===== config.mk =====
export PLATFORM = sky130hd
export DESIGN_NAME = decode_issue
export DESIGN_NICKNAME = d
export VERILOG_FILES = /design/src/rtl/decode_issue_pkg.sv /design/src/rtl/decode_fields.sv /design/src/rtl/decode_issue.sv
export SDC_FILE = /design/constraint.sdc
export NUM_CORES = 1
export LEC_CHECK = 0
export CAP_MARGIN = 15
export CORE_UTILIZATION = 45
export CTS_BUF_LIST = sky130_fd_sc_hd__clkbuf_8
export DETAILED_ROUTE_END_ITERATION = 16
export PLACE_DENSITY = 0.92
export SLEW_MARGIN = 20
export SYNTH_ARGS = -nofsm -noshare
export SYNTH_HDL_FRONTEND = slang
export SYNTH_SLANG_ARGS = --single-unit
export TNS_END_PERCENT = 20

===== constraint.sdc =====
create_clock -name clk -period 3.6 [get_ports clk]
set_input_delay 0.36 -clock clk [delete_from_list [all_inputs] [get_ports clk]]
set_output_delay 0.36 -clock clk [all_outputs]
set_load 0.01 [all_outputs]

===== src/rtl/decode_issue_pkg.sv =====
// Shared opcode constants, field widths, FSM encoding and decoded-field record
// for the decode/issue stage.
package decode_issue_pkg;

  localparam int INSTR_W = 16;
  localparam int DATA_W  = 16;
  localparam int ADDR_W  = 8;
  localparam int REG_W   = 4;

  localparam logic [3:0] OP_NOP   = 4'd0;
  localparam logic [3:0] OP_HLT   = 4'd1;
  localparam logic [3:0] OP_ADD   = 4'd2;
  localparam logic [3:0] OP_SUB   = 4'd3;
  localparam logic [3:0] OP_AND   = 4'd4;
  localparam logic [3:0] OP_OR    = 4'd5;
  localparam logic [3:0] OP_XOR   = 4'd6;
  localparam logic [3:0] OP_SHL   = 4'd7;
  localparam logic [3:0] OP_SHR   = 4'd8;
  localparam logic [3:0] OP_MOV   = 4'd9;
  localparam logic [3:0] OP_CMP   = 4'd10;
  localparam logic [3:0] OP_ILL11 = 4'd11;
  localparam logic [3:0] OP_ILL12 = 4'd12;
  localparam logic [3:0] OP_ILL13 = 4'd13;
  localparam logic [3:0] OP_LOAD  = 4'd14;
  localparam logic [3:0] OP_STORE = 4'd15;

  typedef enum logic [1:0] {
    ST_RUN    = 2'd0,
    ST_LDWAIT = 2'd1,
    ST_HALT   = 2'd2
  } state_e;

  typedef struct packed {
    logic [REG_W-1:0]  op;
    logic [REG_W-1:0]  dst;
    logic [REG_W-1:0]  src1;
    logic [REG_W-1:0]  src2;
    logic [ADDR_W-1:0] addr;
    logic              use1;
    logic              use2;
    logic              wr;
    logic              has_mem;
    logic              is_load;
    logic              is_stop;
  } dec_t;

endpackage


===== src/rtl/decode_fields.sv =====
// Combinational split of an instruction word into fields plus operand-use,
// write-back and control classification.
module decode_fields
  import decode_issue_pkg::*;
(
  input  logic [INSTR_W-1:0] instr_i,
  output dec_t               dec_o
);

  logic [REG_W-1:0] op_s;
  logic [REG_W-1:0] d_s;
  logic [REG_W-1:0] a_s;
  logic [REG_W-1:0] b_s;

  assign op_s = instr_i[15:12];
  assign d_s  = instr_i[11:8];
  assign a_s  = instr_i[7:4];
  assign b_s  = instr_i[3:0];

  // Classify the opcode; STORE reads its data register from the d field.
  always_comb begin
    dec_o      = '0;
    dec_o.op   = op_s;
    dec_o.dst  = d_s;
    dec_o.src1 = a_s;
    dec_o.src2 = b_s;
    dec_o.addr = instr_i[7:0];
    case (op_s)
      OP_ADD, OP_SUB, OP_AND, OP_OR, OP_XOR, OP_SHL, OP_SHR, OP_CMP: begin
        dec_o.use1 = 1'b1;
        dec_o.use2 = 1'b1;
        dec_o.wr   = 1'b1;
      end
      OP_MOV: begin
        dec_o.use1 = 1'b1;
        dec_o.wr   = 1'b1;
      end
      OP_STORE: begin
        dec_o.src1    = d_s;
        dec_o.use1    = 1'b1;
        dec_o.has_mem = 1'b1;
      end
      OP_LOAD: begin
        dec_o.wr      = 1'b1;
        dec_o.has_mem = 1'b1;
        dec_o.is_load = 1'b1;
      end
      OP_HLT, OP_ILL11, OP_ILL12, OP_ILL13: begin
        dec_o.is_stop = 1'b1;
      end
      default: begin
        dec_o.wr = 1'b0;
      end
    endcase
  end

endmodule


===== src/rtl/decode_issue.sv =====
// Decode/issue stage: RUN/LDWAIT/HALT control, registered issue to execute and
// back-to-back dependency tracking. Macro DECODE_FORWARD_EN selects forwarding
// flags instead of a one-cycle interlock.
module decode_issue
  import decode_issue_pkg::*;
(
  input  logic               clk,
  input  logic               rst,
  input  logic [INSTR_W-1:0] instr,
  input  logic               instrValid,
  output logic               instrReq,
  output logic [REG_W-1:0]   regAddr1,
  output logic [REG_W-1:0]   regAddr2,
  input  logic [DATA_W-1:0]  regVal1,
  input  logic [DATA_W-1:0]  regVal2,
  input  logic               ldDone,
  output logic [REG_W-1:0]   opcode,
  output logic [REG_W-1:0]   destReg,
  output logic [DATA_W-1:0]  srcVal1,
  output logic [DATA_W-1:0]  srcVal2,
  output logic [ADDR_W-1:0]  memAddr,
  output logic               used1,
  output logic               used2,
  output logic               halted
);

  dec_t dec_s;

  decode_fields u_fields (
    .instr_i (instr),
    .dec_o   (dec_s)
  );

  state_e             state_q, state_d;
  logic [REG_W-1:0]   opcode_q, opcode_d;
  logic [REG_W-1:0]   dest_q, dest_d;
  logic [DATA_W-1:0]  src1_q, src1_d;
  logic [DATA_W-1:0]  src2_q, src2_d;
  logic [ADDR_W-1:0]  mem_q, mem_d;
  logic               used1_q, used1_d;
  logic               used2_q, used2_d;
  logic               halted_q, halted_d;
  logic [REG_W-1:0]   prev_dest_q, prev_dest_d;
  logic               prev_wr_q, prev_wr_d;

  logic hit1_s, hit2_s, fwd1_s, fwd2_s, hazard_s;

  assign regAddr1 = dec_s.use1 ? dec_s.src1 : 4'd0;
  assign regAddr2 = dec_s.use2 ? dec_s.src2 : 4'd0;

  assign hit1_s = dec_s.use1 & prev_wr_q & (dec_s.src1 == prev_dest_q);
  assign hit2_s = dec_s.use2 & prev_wr_q & (dec_s.src2 == prev_dest_q);

`ifdef DECODE_FORWARD_EN
  assign fwd1_s   = hit1_s;
  assign fwd2_s   = hit2_s;
  assign hazard_s = 1'b0;
`else
  // No bypass in execute: a dependent instruction waits one bubble instead.
  assign fwd1_s   = 1'b0;
  assign fwd2_s   = 1'b0;
  assign hazard_s = instrValid & (hit1_s | hit2_s);
`endif

  assign instrReq = (state_q == ST_RUN) & ~hazard_s;

  // Next state and next issue slot; every path not issuing leaves a bubble.
  always_comb begin
    state_d     = state_q;
    opcode_d    = 4'd0;
    dest_d      = 4'd0;
    src1_d      = 16'd0;
    src2_d      = 16'd0;
    mem_d       = 8'd0;
    used1_d     = 1'b0;
    used2_d     = 1'b0;
    halted_d    = halted_q;
    prev_dest_d = prev_dest_q;
    prev_wr_d   = 1'b0;
    case (state_q)
      ST_RUN: begin
        if (instrValid && !hazard_s) begin
          opcode_d    = dec_s.op;
          dest_d      = dec_s.wr ? dec_s.dst : 4'd0;
          src1_d      = dec_s.use1 ? regVal1 : 16'd0;
          src2_d      = dec_s.use2 ? regVal2 : 16'd0;
          mem_d       = dec_s.has_mem ? dec_s.addr : 8'd0;
          used1_d     = fwd1_s;
          used2_d     = fwd2_s;
          prev_wr_d   = dec_s.wr;
          prev_dest_d = dec_s.dst;
          if (dec_s.is_load) begin
            state_d = ST_LDWAIT;
          end else if (dec_s.is_stop) begin
            state_d  = ST_HALT;
            halted_d = 1'b1;
          end else begin
            state_d = ST_RUN;
          end
        end else begin
          prev_wr_d = 1'b0;
        end
      end
      ST_LDWAIT: begin
        // The load result is still the last write the next instruction sees.
        prev_wr_d = prev_wr_q;
        if (ldDone) begin
          state_d = ST_RUN;
        end else begin
          state_d = ST_LDWAIT;
        end
      end
      ST_HALT: begin
        state_d  = ST_HALT;
        halted_d = 1'b1;
      end
      default: begin
        state_d = ST_RUN;
      end
    endcase
  end

  // State and issue registers.
  always_ff @(posedge clk or posedge rst) begin
    if (rst) begin
      state_q     <= ST_RUN;
      opcode_q    <= 4'd0;
      dest_q      <= 4'd0;
      src1_q      <= 16'd0;
      src2_q      <= 16'd0;
      mem_q       <= 8'd0;
      used1_q     <= 1'b0;
      used2_q     <= 1'b0;
      halted_q    <= 1'b0;
      prev_dest_q <= 4'd0;
      prev_wr_q   <= 1'b0;
    end else begin
      state_q     <= state_d;
      opcode_q    <= opcode_d;
      dest_q      <= dest_d;
      src1_q      <= src1_d;
      src2_q      <= src2_d;
      mem_q       <= mem_d;
      used1_q     <= used1_d;
      used2_q     <= used2_d;
      halted_q    <= halted_d;
      prev_dest_q <= prev_dest_d;
      prev_wr_q   <= prev_wr_d;
    end
  end

  assign opcode  = opcode_q;
  assign destReg = dest_q;
  assign srcVal1 = src1_q;
  assign srcVal2 = src2_q;
  assign memAddr = mem_q;
  assign used1   = used1_q;
  assign used2   = used2_q;
  assign halted  = halted_q;

endmodule


==> summary.md <==
| Metric | Value |
|---|---|
| Library cell with the largest summed area after synthesis | sky130_fd_sc_hd__dfrtp_1 |
| Residual DRC | 0 |
| Count of boundary I/O pins | 112 |
| Top post-synthesis cells by area | sky130_fd_sc_hd__dfrtp_1, sky130_fd_sc_hd__inv_1, sky130_fd_sc_hd__nor3_1 |
| Number of violations of the max-capacitance limit | 0 |
| Sequential share of the synthesized area | 56.9% |
| Net count of the finished layout | 398 |
| Average via count per standard cell | 4.83 |
| Gr busiest metal | met2 |
| P&R area growth vs syn | 48.2% |
| Worst hold path class | in -> async |
| Antenna viol nets, final | 0 |
| Highest-delay cell along the critical path | sky130_fd_sc_hd__clkdlybuf4s50_1 |
| Max frequency | 0.340 GHz |
| Wire length of the first global-routing pass | 9670 um |
| Fill cell total of the finished layout | 401 |
| Total of warnings raised by yosys | 0 |
| Met2 track demand over resource in global routing | 38.6% |
| CTS H-tree lvls | 2 |
| Average routed wire per standard cell | 13.9 um |
| Fin crit period | 2940 ps |
| Post-CTS Resized | 0 |
| Startpoint-to-endpoint class of the critical path | in -> out |
| Largest stage delay on the critical path | 670 ps |
| Post-Route WL | 5800 um |
| RSZ-0062 raised after global routing | no |
| Cell Rows | 26 |
| Clock tree from TritonCTS | built |
| Placeable core area | 0.00520 mm2 |
| Number of buffers added for setup after CTS | 0 |
| Vias in the first global route | 2016 |
| Count of cell types in the netlist | 37 |
| Maximum fanout encountered on the critical timing path | 11 |
| Top-area cell type share of the netlist area | 56.9% |
| Count of state elements after synthesis | 56 |
| Multi-input combinational cell area | 787 um2 |
| GR Layer Usage met3 | 3.83% |
| Minimum hold slack | 558 ps |
| Worst IR drop on VDD | 0.194 mV |
| Synth Cell Area | 0.00246 mm2 |
| Vias post-DR | 2009 |
| Effective utilization at floorplan | 47.3% |
| Worst relative slew slack | 36.4% |
| Sum of negative setup slack | 0 ps |
| Endpoint type of the worst setup path | primary output |
| Global-route met1 utilization | 26.4% |
| Sequential cell area in the final layout | 0.00140 mm2 |
| Ordered list of cells on the worst path | clkdlybuf4s50_1 -> nand4_2 -> o2111a_1 -> o21ai_2 -> o21ai_0 -> a21boi_0 -> clkdlybuf4s50_1 |
| Transition time of the tightest slew-check pin | 950 ps |
| Top Family by Delay on Critical Path | buffers and inverters |
| Clock net sink count | 56 |
| Post-route clock period utilization | 81.6% |
| R2r setup slk | 1110 ps |
| Worst skew pair latency | 300 ps |
| Post-Route Skew | 10.6 ps |
| Clock transition at the register clock pins on the worst setup and hold paths after CTS | 90 ps |
| Cells after synthesis | 241 |
| Total congestion overflow after global routing | 0 |
| Cell occurring most often along the worst timing path | sky130_fd_sc_hd__clkdlybuf4s50_1 |
| Die extent in x | 76.0 um |
| GRT Util Overall | 21.4% |
| Cts bufs inserted | 5 |
| Data arrival time at the worst-slack endpoint | 2580 ps |
| Detailed-router iteration count before antenna repair | 4 |
| Largest net degree at the start of global routing | 57 |
| Share of layout cells above drive strength 1 | 8.38% |
| Overall die area | 0.00577 mm2 |
| Deepest clock path buffer count | 2 |
| Number of hold-repair buffers added at the cts stage | 0 |
| DRT iter0 DRCs | 78 |
| Final RePlAce weighted congestion | 0.893 |
| Result of the run | finished, final reports clean |
| Initial antenna violation count | 0 |
| Data required time of the critical path | 3240 ps |
| Core occupancy in the finished layout | 70.2% |
| Static leakage | 1.69 nW |
| Die height | 76.0 um |
| Pins Over Slew Limit | 0 |
| # port buffers | 109 |
| Total power divided by cell area | 391 mW/mm2 |
| Library cell used as clock root buffer | sky130_fd_sc_hd__clkbuf_8 |
| Half-perimeter wire length after detailed placement | 4360 um |
| Design Power | 1.43 mW |
| Final setup violation count | 0 |
| Final-report hold violation count | 0 |
| Diode count | 0 |
| Buf+Inv Stages, Crit Path | 2 |
| Per-instance average area after synthesis | 10.2 um2 |
| Kind of launch point of the worst setup path | input pin |
[state kept, by name, summed over array words and instances, names as in the netlist]
| register | count |
|---|---|
| halted | 1 |
| srcVal1 | 16 |
| prev_wr_q | 1 |
| prev_dest_q | 4 |
| destReg | 4 |
| state_q | 2 |
| opcode | 4 |
| memAddr | 8 |
| srcVal2 | 16 |
[area by class of cell]
class	instances	share of cell area (%)
clock buffers	5	1.88
clock inverters	2	0.240
inverters	51	5.28
multi-input cells	121	21.5
flip-flops and latches	56	38.4
well taps	70	2.40
repair buffers	111	30.3
[cells in the mapped netlist, drive strengths merged]
library cell / n
dfrtp: 56
inv: 51
nor3: 45
nor2: 13
buf: 12
o21ai: 12
nand2: 9
xnor2: 8
a21oi: 5
mux2: 4
a21boi: 3
nand3: 3
a221oi: 2
clkbuf: 2
o2111a: 2
o211ai: 2
or2: 2
or3: 2
and3b: 1
and4: 1
conb: 1
nand4: 1
nor2b: 1
o311a: 1
o32ai: 1
or4: 1
[routing by layer]
metal / wire [um] / up-vias
li1: - / 974
met1: 2380 / 953
met2: 3070 / 76
met3: 298 / 6
met4: 53 / 0
met5: 0 / -
[where the power goes]
part	internal [mW]	switching (mW)
registers	0.685	0.0421
clock network	0.130	0.181
logic	0.207	0.184
[final timing paths]
path | start | endpoint | depth (start not counted)
setup / recovery | instr[13] | instrReq | 7
setup reg to reg | prev_dest_q[2] | srcVal1[0] | 6
min in group clk | halted | halted | 2
hold / removal | rst | prev_dest_q[2] | 2
max in group asynchronous | rst | srcVal2[6] | 2
hold reg to reg | halted | halted | 2
[stage by stage]
| step | worst slack (ps) | cell area [um2] | std cells |
|---|---|---|---|
| 3_3_place_gp | 645 | 3570 | 409 |
| 5_1_grt | 496 | 3650 | 416 |
| 6_report | 662 | 3650 | 416 |
| 3_5_place_dp | 535 | 3570 | 409 |
| 4_1_cts | 686 | 3650 | 416 |
| 2_1_floorplan | 1740 | 2470 | 242 |
[cells by family after synthesis]
family | count (synthesis) | synth area share [%]
compound gates | 28 | 8.74
xor+xnor | 8 | 2.84
buf+inv | 65 | 11.3
flops | 56 | 56.9
mux | 4 | 1.83
other cells | 1 | 0.152
simple gates | 79 | 18.2
[cell usage in the layout (no fill, tap or decap), drive strengths merged]
cell | Yosys | routed
o311a | 1 | 1
mux2 | 4 | 4
or2 | 2 | 2
nand2 | 9 | 9
a221oi | 2 | 2
nand3 | 3 | 3
clkbuf | 2 | 5
buf | 12 | 2
a21oi | 5 | 5
nor3 | 45 | 45
nand4 | 1 | 1
clkdlybuf4s50 | 0 | 109
clkinv | 0 | 2
or3 | 2 | 2
or4 | 1 | 1
dfrtp | 56 | 56
xnor2 | 8 | 8
o32ai | 1 | 1
a21boi | 3 | 3
o2111a | 2 | 2
and3b | 1 | 1
nor2 | 13 | 13
inv | 51 | 51
and4 | 1 | 1
o211ai | 2 | 2
nor2b | 1 | 1
o21ai | 12 | 12
conb | 1 | 2
No activity file was read; power rests on OpenSTA's default activity.
